==> src/rtl/mouse_pkg.sv <==
// Shared definitions for the mouse datapath: controller states, bus register
// offsets and the screen limits used by the position calculator.
package mouse_pkg;

  typedef enum logic [2:0] {
    ST_IDLE,
    ST_STROBE,
    ST_SETTLE,
    ST_SNAP,
    ST_IRQ
  } mouse_ctrl_state_e;

  localparam logic [2:0] MOUSE_REG_STATUS  = 3'd0;
  localparam logic [2:0] MOUSE_REG_X       = 3'd1;
  localparam logic [2:0] MOUSE_REG_Y       = 3'd2;
  localparam logic [2:0] MOUSE_REG_DX      = 3'd3;
  localparam logic [2:0] MOUSE_REG_DY      = 3'd4;
  localparam logic [2:0] MOUSE_REG_CTRL    = 3'd5;
  localparam logic [2:0] MOUSE_REG_OVERRUN = 3'd6;

  localparam logic [7:0] MOUSE_X_MAX = 8'd159;
  localparam logic [7:0] MOUSE_Y_MAX = 8'd119;

  typedef struct packed {
    logic [7:0] status;
    logic [7:0] x;
    logic [7:0] y;
    logic [7:0] dx;
    logic [7:0] dy;
  } mouse_snap_t;

endpackage

==> src/rtl/mouse_bus_regs.sv <==
// Bus-facing register file: address decode, control and snapshot registers,
// registered read mux. Optional overrun counter under MOUSE_OVERRUN_CNT_EN.
module mouse_bus_regs
  import mouse_pkg::*;
#(
  parameter logic [7:0] BASE_ADDR = 8'hA0
) (
  input  logic        i_clk,
  input  logic        i_reset,
  input  logic [7:0]  i_bus_addr,
  input  logic        i_bus_we,
  input  logic [7:0]  i_bus_data_in,
  input  logic        i_snap,
  input  mouse_snap_t i_snap_data,
  input  logic        i_drop,
  output logic        o_irq_en,
  output logic [7:0]  o_bus_data_out,
  output logic        o_bus_data_out_en
);

  logic [7:0]  w_offset;
  logic        w_hit;
  logic        w_rd;
  logic [7:0]  w_rd_mux;
  logic [7:0]  w_overrun;
  mouse_snap_t r_snap;
  logic        r_irq_en;
  logic [7:0]  r_data_out;
  logic        r_data_out_en;

  // Subtracting the base keeps the decode correct for any BASE_ADDR alignment.
  assign w_offset = i_bus_addr - BASE_ADDR;
  assign w_hit    = (w_offset[7:3] == 5'd0);
  assign w_rd     = w_hit && !i_bus_we;

`ifdef MOUSE_OVERRUN_CNT_EN
  logic [7:0] r_overrun;
  logic       w_unused;

  assign w_unused = |i_bus_data_in[7:1];

  always_ff @(posedge i_clk) begin
    if (i_reset) begin
      r_overrun <= '0;
    end else if (w_hit && i_bus_we && w_offset[2:0] == MOUSE_REG_OVERRUN) begin
      r_overrun <= '0;
    end else if (i_drop && r_overrun != 8'hFF) begin
      r_overrun <= r_overrun + 8'd1;
    end
  end

  assign w_overrun = r_overrun;
`else
  logic w_unused;

  assign w_unused  = (|i_bus_data_in[7:1]) | i_drop;
  assign w_overrun = 8'h00;
`endif

  // NOTE: every output of an always_comb gets a default first, so no path can infer a latch.
  always_comb begin
    w_rd_mux = '0;
    case (w_offset[2:0])
      MOUSE_REG_STATUS:  w_rd_mux = r_snap.status;
      MOUSE_REG_X:       w_rd_mux = r_snap.x;
      MOUSE_REG_Y:       w_rd_mux = r_snap.y;
      MOUSE_REG_DX:      w_rd_mux = r_snap.dx;
      MOUSE_REG_DY:      w_rd_mux = r_snap.dy;
      MOUSE_REG_CTRL:    w_rd_mux = {7'd0, r_irq_en};
      MOUSE_REG_OVERRUN: w_rd_mux = w_overrun;
      default:           w_rd_mux = '0;
    endcase
  end

  // NOTE: the snapshot bank is only five bytes of flops, so it is reset like any other register.
  always_ff @(posedge i_clk) begin
    if (i_reset) begin
      r_snap        <= '0;
      r_irq_en      <= 1'b1;
      r_data_out    <= '0;
      r_data_out_en <= 1'b0;
    end else begin
      if (i_snap) begin
        r_snap <= i_snap_data;
      end
      if (w_hit && i_bus_we && w_offset[2:0] == MOUSE_REG_CTRL) begin
        r_irq_en <= i_bus_data_in[0];
      end
      r_data_out_en <= w_rd;
      r_data_out    <= w_rd ? w_rd_mux : 8'h00;
    end
  end

  assign o_irq_en          = r_irq_en;
  assign o_bus_data_out    = r_data_out;
  assign o_bus_data_out_en = r_data_out_en;

endmodule

==> src/rtl/mouse_bus_ctrl.sv <==
// Mouse packet sequencer: latch packet, strobe the position calculator, wait
// its settle time, snapshot, interrupt. Optional macro: MOUSE_OVERRUN_CNT_EN.
module mouse_bus_ctrl
  import mouse_pkg::*;
#(
  parameter logic [7:0] BASE_ADDR     = 8'hA0,
  parameter int         SETTLE_CYCLES = 3
) (
  input  logic       i_clk,
  input  logic       i_reset,
  input  logic       i_pkt_valid,
  input  logic [7:0] i_pkt_status,
  input  logic [7:0] i_pkt_dx,
  input  logic [7:0] i_pkt_dy,
  output logic [7:0] o_pos_status,
  output logic [7:0] o_pos_dx,
  output logic [7:0] o_pos_dy,
  output logic       o_pos_update,
  input  logic [7:0] i_mouse_pos_x,
  input  logic [7:0] i_mouse_pos_y,
  input  logic [7:0] i_bus_addr,
  input  logic       i_bus_we,
  input  logic [7:0] i_bus_data_in,
  output logic [7:0] o_bus_data_out,
  output logic       o_bus_data_out_en,
  output logic       o_bus_interrupt_raise,
  input  logic       i_bus_interrupt_ack
);

  localparam logic [3:0] SETTLE_LOAD = 4'(SETTLE_CYCLES - 1);

  mouse_ctrl_state_e r_state;
  logic [3:0]        r_cnt;
  logic [7:0]        r_pos_status;
  logic [7:0]        r_pos_dx;
  logic [7:0]        r_pos_dy;
  logic              r_pos_update;
  logic              r_irq_raise;
  logic              w_irq_en;
  logic              w_snap;
  logic              w_drop;
  mouse_snap_t       w_snap_data;

  assign w_snap = (r_state == ST_SNAP);
  assign w_drop = i_pkt_valid && (r_state != ST_IDLE);

  assign w_snap_data = '{status: r_pos_status, x: i_mouse_pos_x, y: i_mouse_pos_y,
                         dx: r_pos_dx, dy: r_pos_dy};

  // NOTE: sequential state uses non-blocking assignments so every flop samples pre-edge values.
  always_ff @(posedge i_clk) begin
    if (i_reset) begin
      r_state      <= ST_IDLE;
      r_cnt        <= '0;
      r_pos_status <= '0;
      r_pos_dx     <= '0;
      r_pos_dy     <= '0;
      r_pos_update <= 1'b0;
      r_irq_raise  <= 1'b0;
    end else begin
      r_pos_update <= 1'b0;
      case (r_state)
        ST_IDLE: begin
          if (i_pkt_valid) begin
            r_pos_status <= i_pkt_status;
            r_pos_dx     <= i_pkt_dx;
            r_pos_dy     <= i_pkt_dy;
            r_pos_update <= 1'b1;
            r_state      <= ST_STROBE;
          end
        end
        ST_STROBE: begin
          r_cnt   <= SETTLE_LOAD;
          r_state <= (SETTLE_CYCLES == 1) ? ST_SNAP : ST_SETTLE;
        end
        ST_SETTLE: begin
          // Counter reaches zero on the transition into SNAP.
          r_cnt <= r_cnt - 4'd1;
          if (r_cnt == 4'd1) begin
            r_state <= ST_SNAP;
          end
        end
        ST_SNAP: begin
          if (w_irq_en) begin
            r_irq_raise <= 1'b1;
            r_state     <= ST_IRQ;
          end else begin
            r_state <= ST_IDLE;
          end
        end
        ST_IRQ: begin
          if (i_bus_interrupt_ack || !w_irq_en) begin
            r_irq_raise <= 1'b0;
            r_state     <= ST_IDLE;
          end
        end
        default: begin
          r_irq_raise <= 1'b0;
          r_state     <= ST_IDLE;
        end
      endcase
    end
  end

  mouse_bus_regs #(
    .BASE_ADDR (BASE_ADDR)
  ) u_regs (
    .i_clk             (i_clk),
    .i_reset           (i_reset),
    .i_bus_addr        (i_bus_addr),
    .i_bus_we          (i_bus_we),
    .i_bus_data_in     (i_bus_data_in),
    .i_snap            (w_snap),
    .i_snap_data       (w_snap_data),
    .i_drop            (w_drop),
    .o_irq_en          (w_irq_en),
    .o_bus_data_out    (o_bus_data_out),
    .o_bus_data_out_en (o_bus_data_out_en)
  );

  assign o_pos_status          = r_pos_status;
  assign o_pos_dx              = r_pos_dx;
  assign o_pos_dy              = r_pos_dy;
  assign o_pos_update          = r_pos_update;
  assign o_bus_interrupt_raise = r_irq_raise;

endmodule

==> config.mk <==
export PLATFORM = sky130hd
export DESIGN_NAME = mouse_bus_ctrl
export DESIGN_NICKNAME = d
export VERILOG_FILES = /design/src/rtl/mouse_pkg.sv /design/src/rtl/mouse_bus_regs.sv /design/src/rtl/mouse_bus_ctrl.sv
export SDC_FILE = /design/constraint.sdc
export NUM_CORES = 1
export LEC_CHECK = 0
export ABC_CLOCK_PERIOD_IN_PS = 1800
export BUFFER_PORTS_ARGS = -buffer_cell sky130_fd_sc_hd__buf_2
export CORE_UTILIZATION = 50
export DETAILED_ROUTE_END_ITERATION = 7
export PLACE_DENSITY = 0.77
export SLEW_MARGIN = 20
export SYNTH_ARGS = -nofsm -noshare
export SYNTH_HDL_FRONTEND = slang
export SYNTH_HIERARCHICAL = 1
export SYNTH_SLANG_ARGS = --single-unit
==> constraint.sdc <==
create_clock -name i_clk -period 1.8 [get_ports i_clk]
set_clock_uncertainty 0.15 [all_clocks]
set_input_delay 0.18 -clock i_clk [delete_from_list [all_inputs] [get_ports i_clk]]
set_output_delay 0.18 -clock i_clk [all_outputs]
set_load 0.005 [all_outputs]
# After elaboration in Yosys (flattened, before gate mapping)
# Index checks and enable logic that the tools add are counted.
# W data, S select, Z words.
# totals
regBits	83
latchBits	0
ramBits	0
mem_bits_ro	0
inputBits	61
out_inout_bits	35
elab_cells	61
mem_count	0
# op_classes
addsub	2
n_mul	0
n_div	0
n_lt_le_gt_ge	0
n_eq_ne	14
shifts	0
mux	11
bitwise_logic	3
reduce_logical	16
# op_table
cell	count
$pmux W8 S6	1
$pmux W3 S5	1
$eq A3 B2 Y1 const B	4
$mux W3	4
$eq A3 B3 Y1 const B	3
$ne A2 B2 Y1 const B	4
$pmux W4 S2	1
$sub A8 B8 Y8 const B	1
$eq A3 B1 Y1 const B	2
$logic_not A3 Y1	2
$reduce_and A3 Y1	2
$logic_not A5 Y1	1
$eq A4 B1 Y1 const B	1
$reduce_or A2 Y1	2
$sub A4 B1 Y4 const B	1
$logic_and A1 B1 Y1	3
$mux W1	3
$not A1 Y1	3
$pmux W1 S3	1
$reduce_or A3 Y1	1
$logic_not A1 Y1	2
$reduce_and A2 Y1	1
$reduce_bool A2 Y1	1
$logic_or A1 B1 Y1	1

# Longest topological paths before layout
# depth
ltp_word	5
depth_mapped	6

# Hierarchy
# Netlist, hierarchy kept.
# modules_own_cells
mod	n_inst	cells_per_inst	area_each_um2	seq_area_each_um2
mouse_bus_regs	1	199	2093.3	1001.0
mouse_bus_ctrl	1	167	1317.5	660.6

# Least setup slack after synthesis
# OpenSTA, ideal clock, no wires.
# synth_timing
path_type	register to register
start	register r_state[1]
end	register u_regs/r_snap[0] (netlist name)
t_arrival_ps	1330
slack_ps	192
stages_incl_launch_ff	7
synth_period_minus_slack_ps	1608
path_cell_list	dfxtp_1 -> nor2b_1 -> and2_1 -> clkbuf_1 -> buf_2 -> mux2i_1 -> nor2_1
# synth_via
elab_chain_len	1
# synth_lines
item	line	source
from (decl)	mouse_bus_ctrl.sv:32	mouse_ctrl_state_e r_state;
from (signal assigned)	mouse_bus_ctrl.sv:74	r_state <= (SETTLE_CYCLES == 1) ? ST_SNAP : ST_SETTLE;
$eq A3 B2 Y1	mouse_bus_ctrl.sv:44	assign w_snap = (r_state == ST_SNAP);
named net w_snap	mouse_bus_ctrl.sv:40	logic w_snap;
to (signal assigned)	mouse_bus_regs.sv:84	r_snap <= i_snap_data;
to (decl)	mouse_bus_regs.sv:26	mouse_snap_t r_snap;
# The timed path passes the listed nets, and every way through them passes these cells.
# A chain may end at the register's enable or synchronous reset.

# Worst setup path after layout
# layout_timing
start	register r_state[1]
end	register u_regs/r_snap[18] (netlist name)
# Same word-level chain as after synthesis.

==> impl_metrics.json <==
{
  "slew_viol_final": 0,
  "hold_class": "input pin to register",
  "p_sw_mw": 1.05,
  "antenna_cells": 0,
  "die_w_um": 84.5,
  "clkTransAtPathRegs_ns": 0.09,
  "switching_share": 0.270,
  "violations": "DRC",
  "worstMarginPinSlew_ns": 0.433,
  "synthesis.area_mm2": 0.00340,
  "die_h_um": 84.5,
  "clkPwrFrac": 0.357,
  "stdcell_count": 574,
  "gp_congestion": 0.798,
  "ys_warn_count": 6,
  "crit_path_start_kind": "register",
  "timing.rr.start": "r_state[1]",
  "vias": 2999,
  "max_cap_violations": 0,
  "via_per_inst": 5.22,
  "wl_um": 8270,
  "leakagePower_nw": 1.90,
  "reg2regPathDepth": 5,
  "first_iter_violations": 167,
  "cts_tree": "built",
  "dp_hpwl_um": 5290,
  "setup_viol": 0,
  "cts_sinks": 83,
  "fmax_mhz": 600,
  "cp-end-kind": "register",
  "post-cts-setup-buffers": 0,
  "max-slew-margin-rel": 0.711,
  "track_usage": 0.245,
  "syn_inst": 365,
  "synth_fp_nets": 428,
  "start_util": 0.527,
  "io_buffers": 88,
  "grt_pass1_wl_um": 13500,
  "crit_arrival_ns": 1.76,
  "drc": 14,
  "seqPwrFrac": 0.505,
  "dr.pass1.iters": 7,
  "holdPathEnd": "u_regs/o_bus_data_out_en",
  "cts_root_buf": "clkbuf_8",
  "numCtsBuffers": 9,
  "drive_gt1_frac": 0.270,
  "fp.coreArea_mm2": 0.00646,
  "tns_ns": 0,
  "nNetsFinal": 555,
  "post_cts_resized": 0,
  "ctsHtreeMaxLevel": 3,
  "combPwrFrac": 0.139,
  "grt.overflow.total": 0,
  "placedCellCount": 515,
  "nFillCells": 468,
  "reg2reg_to": "u_regs/r_snap[18]",
  "period_needed_ns": 1.67,
  "clock_tree.buffer_depth": 2,
  "final_hold_viol_count": 0,
  "grt_pass1_vias": 2837,
  "intPower_mw": 2.83,
  "critical_path_class": "register to register",
  "layout_commonest_cell": "buf_2",
  "clock_latency_ns": 0.36,
  "synth.avg_cell_area_um2": 9.32,
  "area_growth_pct": 33.1,
  "fin_crit_sh": 0.925,
  "wire_per_inst_um": 14.4,
  "io_pins": 96,
  "rsz0062_at_grt": "no",
  "min_from": "i_bus_addr[5]",
  "power_density_mw_per_mm2": 857,
  "outcome": "finished, violations left",
  "ant_nets": 0,
  "min_path_cells": 3,
  "rrSetupSlack_ns": 0.13,
  "antenna_found_initial": 0,
  "whs_ns": 0.0624,
  "final_cell_mix": "88 x buf_2, 83 x dfxtp_1, 54 x nand2_1, 54 x nor2_1, 46 x mux2i_1",
  "grt_max_degree": 41,
  "placementRows": 29,
  "critPathMaxFanout": 34,
  "irDropWorstVdd_mv": 0.594,
  "crit_required_ns": 1.89,
  "die_area_mm2": 0.00714
}
[area by class of cell]
| cell class | instances | area (µm²) | share of cell area |
|---|---|---|---|
| inverter | 7 | 26.3 | 0.00580 |
| clock inverter | 7 | 87.6 | 0.0193 |
| timing repair buffer | 143 | 973 | 0.215 |
| clock buffer | 9 | 124 | 0.0273 |
| multi-input combinational | 248 | 1560 | 0.344 |
| tap | 77 | 96.3 | 0.0213 |
| sequential | 83 | 1660 | 0.367 |
[stage by stage]
step	setup WS [ns]	total power, mW	area, µm²	utilization
after global routing	0.0612	4.07	4530	0.701
after global placement	0.244	2.45	3890	0.602
after floorplan	0.192	2.29	3400	-
after detailed placement	0.213	2.46	3890	0.602
final	0.135	3.88	4530	0.701
after CTS	0.184	3.90	4530	0.701
[layer usage]
layer | share of wire | wire [µm] | up-vias | GRT usage
met4 | 0.022 | 183 | 0 | 0.131
met3 | 0.048 | 394 | 16 | 0.0433
met1 | 0.45 | 3720 | 1383 | 0.312
li1 | - | - | 1495 | -
met5 | 0 | 0 | - | 0
met2 | 0.48 | 3970 | 105 | 0.397
[registers in the layout (all words and copies together), names as in the netlist]
name                      count
u_regs/o_bus_data_out         8
o_pos_dx                      8
o_pos_status                  8
o_pos_update                  1
r_state                       3
o_pos_dy                      8
o_bus_interrupt_raise         1
r_cnt                         4
u_regs/o_bus_data_out_en      1
u_regs/r_snap                40
u_regs/o_irq_en               1
[timing repair]
action                                  in CTS  in global routing
endpoints found under the hold margin       42                  0
hold buffers                                43                  0
endpoints found under the setup margin       0                  0
[power groups by stage]
stage | Combinational (mW) | Clock (mW) | Sequential [mW]
finish | 0.539 | 1.39 | 1.96
global route | 0.594 | 1.51 | 1.97
CTS | 0.533 | 1.41 | 1.96
detailed placement | 0.460 | 0 | 2.00
global placement | 0.447 | 0 | 2.00
floorplan | 0.294 | 0 | 2.00
[worst max-delay path by stage]
stage                     slack (ns)  cells past startpoint       start           endpoint
after floorplan                 0.19                      6  r_state[1]   u_regs/r_snap[0]
after global placement          0.24                      5  r_state[1]  u_regs/r_snap[18]
after detailed placement        0.21                      5  r_state[1]  u_regs/r_snap[16]
after CTS                       0.18                      5  r_state[1]  u_regs/r_snap[10]
after global routing            0.06                      5  r_state[1]  u_regs/r_snap[23]
final                           0.13                      5  r_state[1]  u_regs/r_snap[18]
[worst max-delay path: stages, from the launching register on]
cell	delay, ns
dfxtp_1	0.33
nor2b_1	0.23
and2_2	0.22
buf_12	0.25
mux2i_1	0.28
nor2_1	0.07
Note: power is estimated with default switching activity, not from simulation.
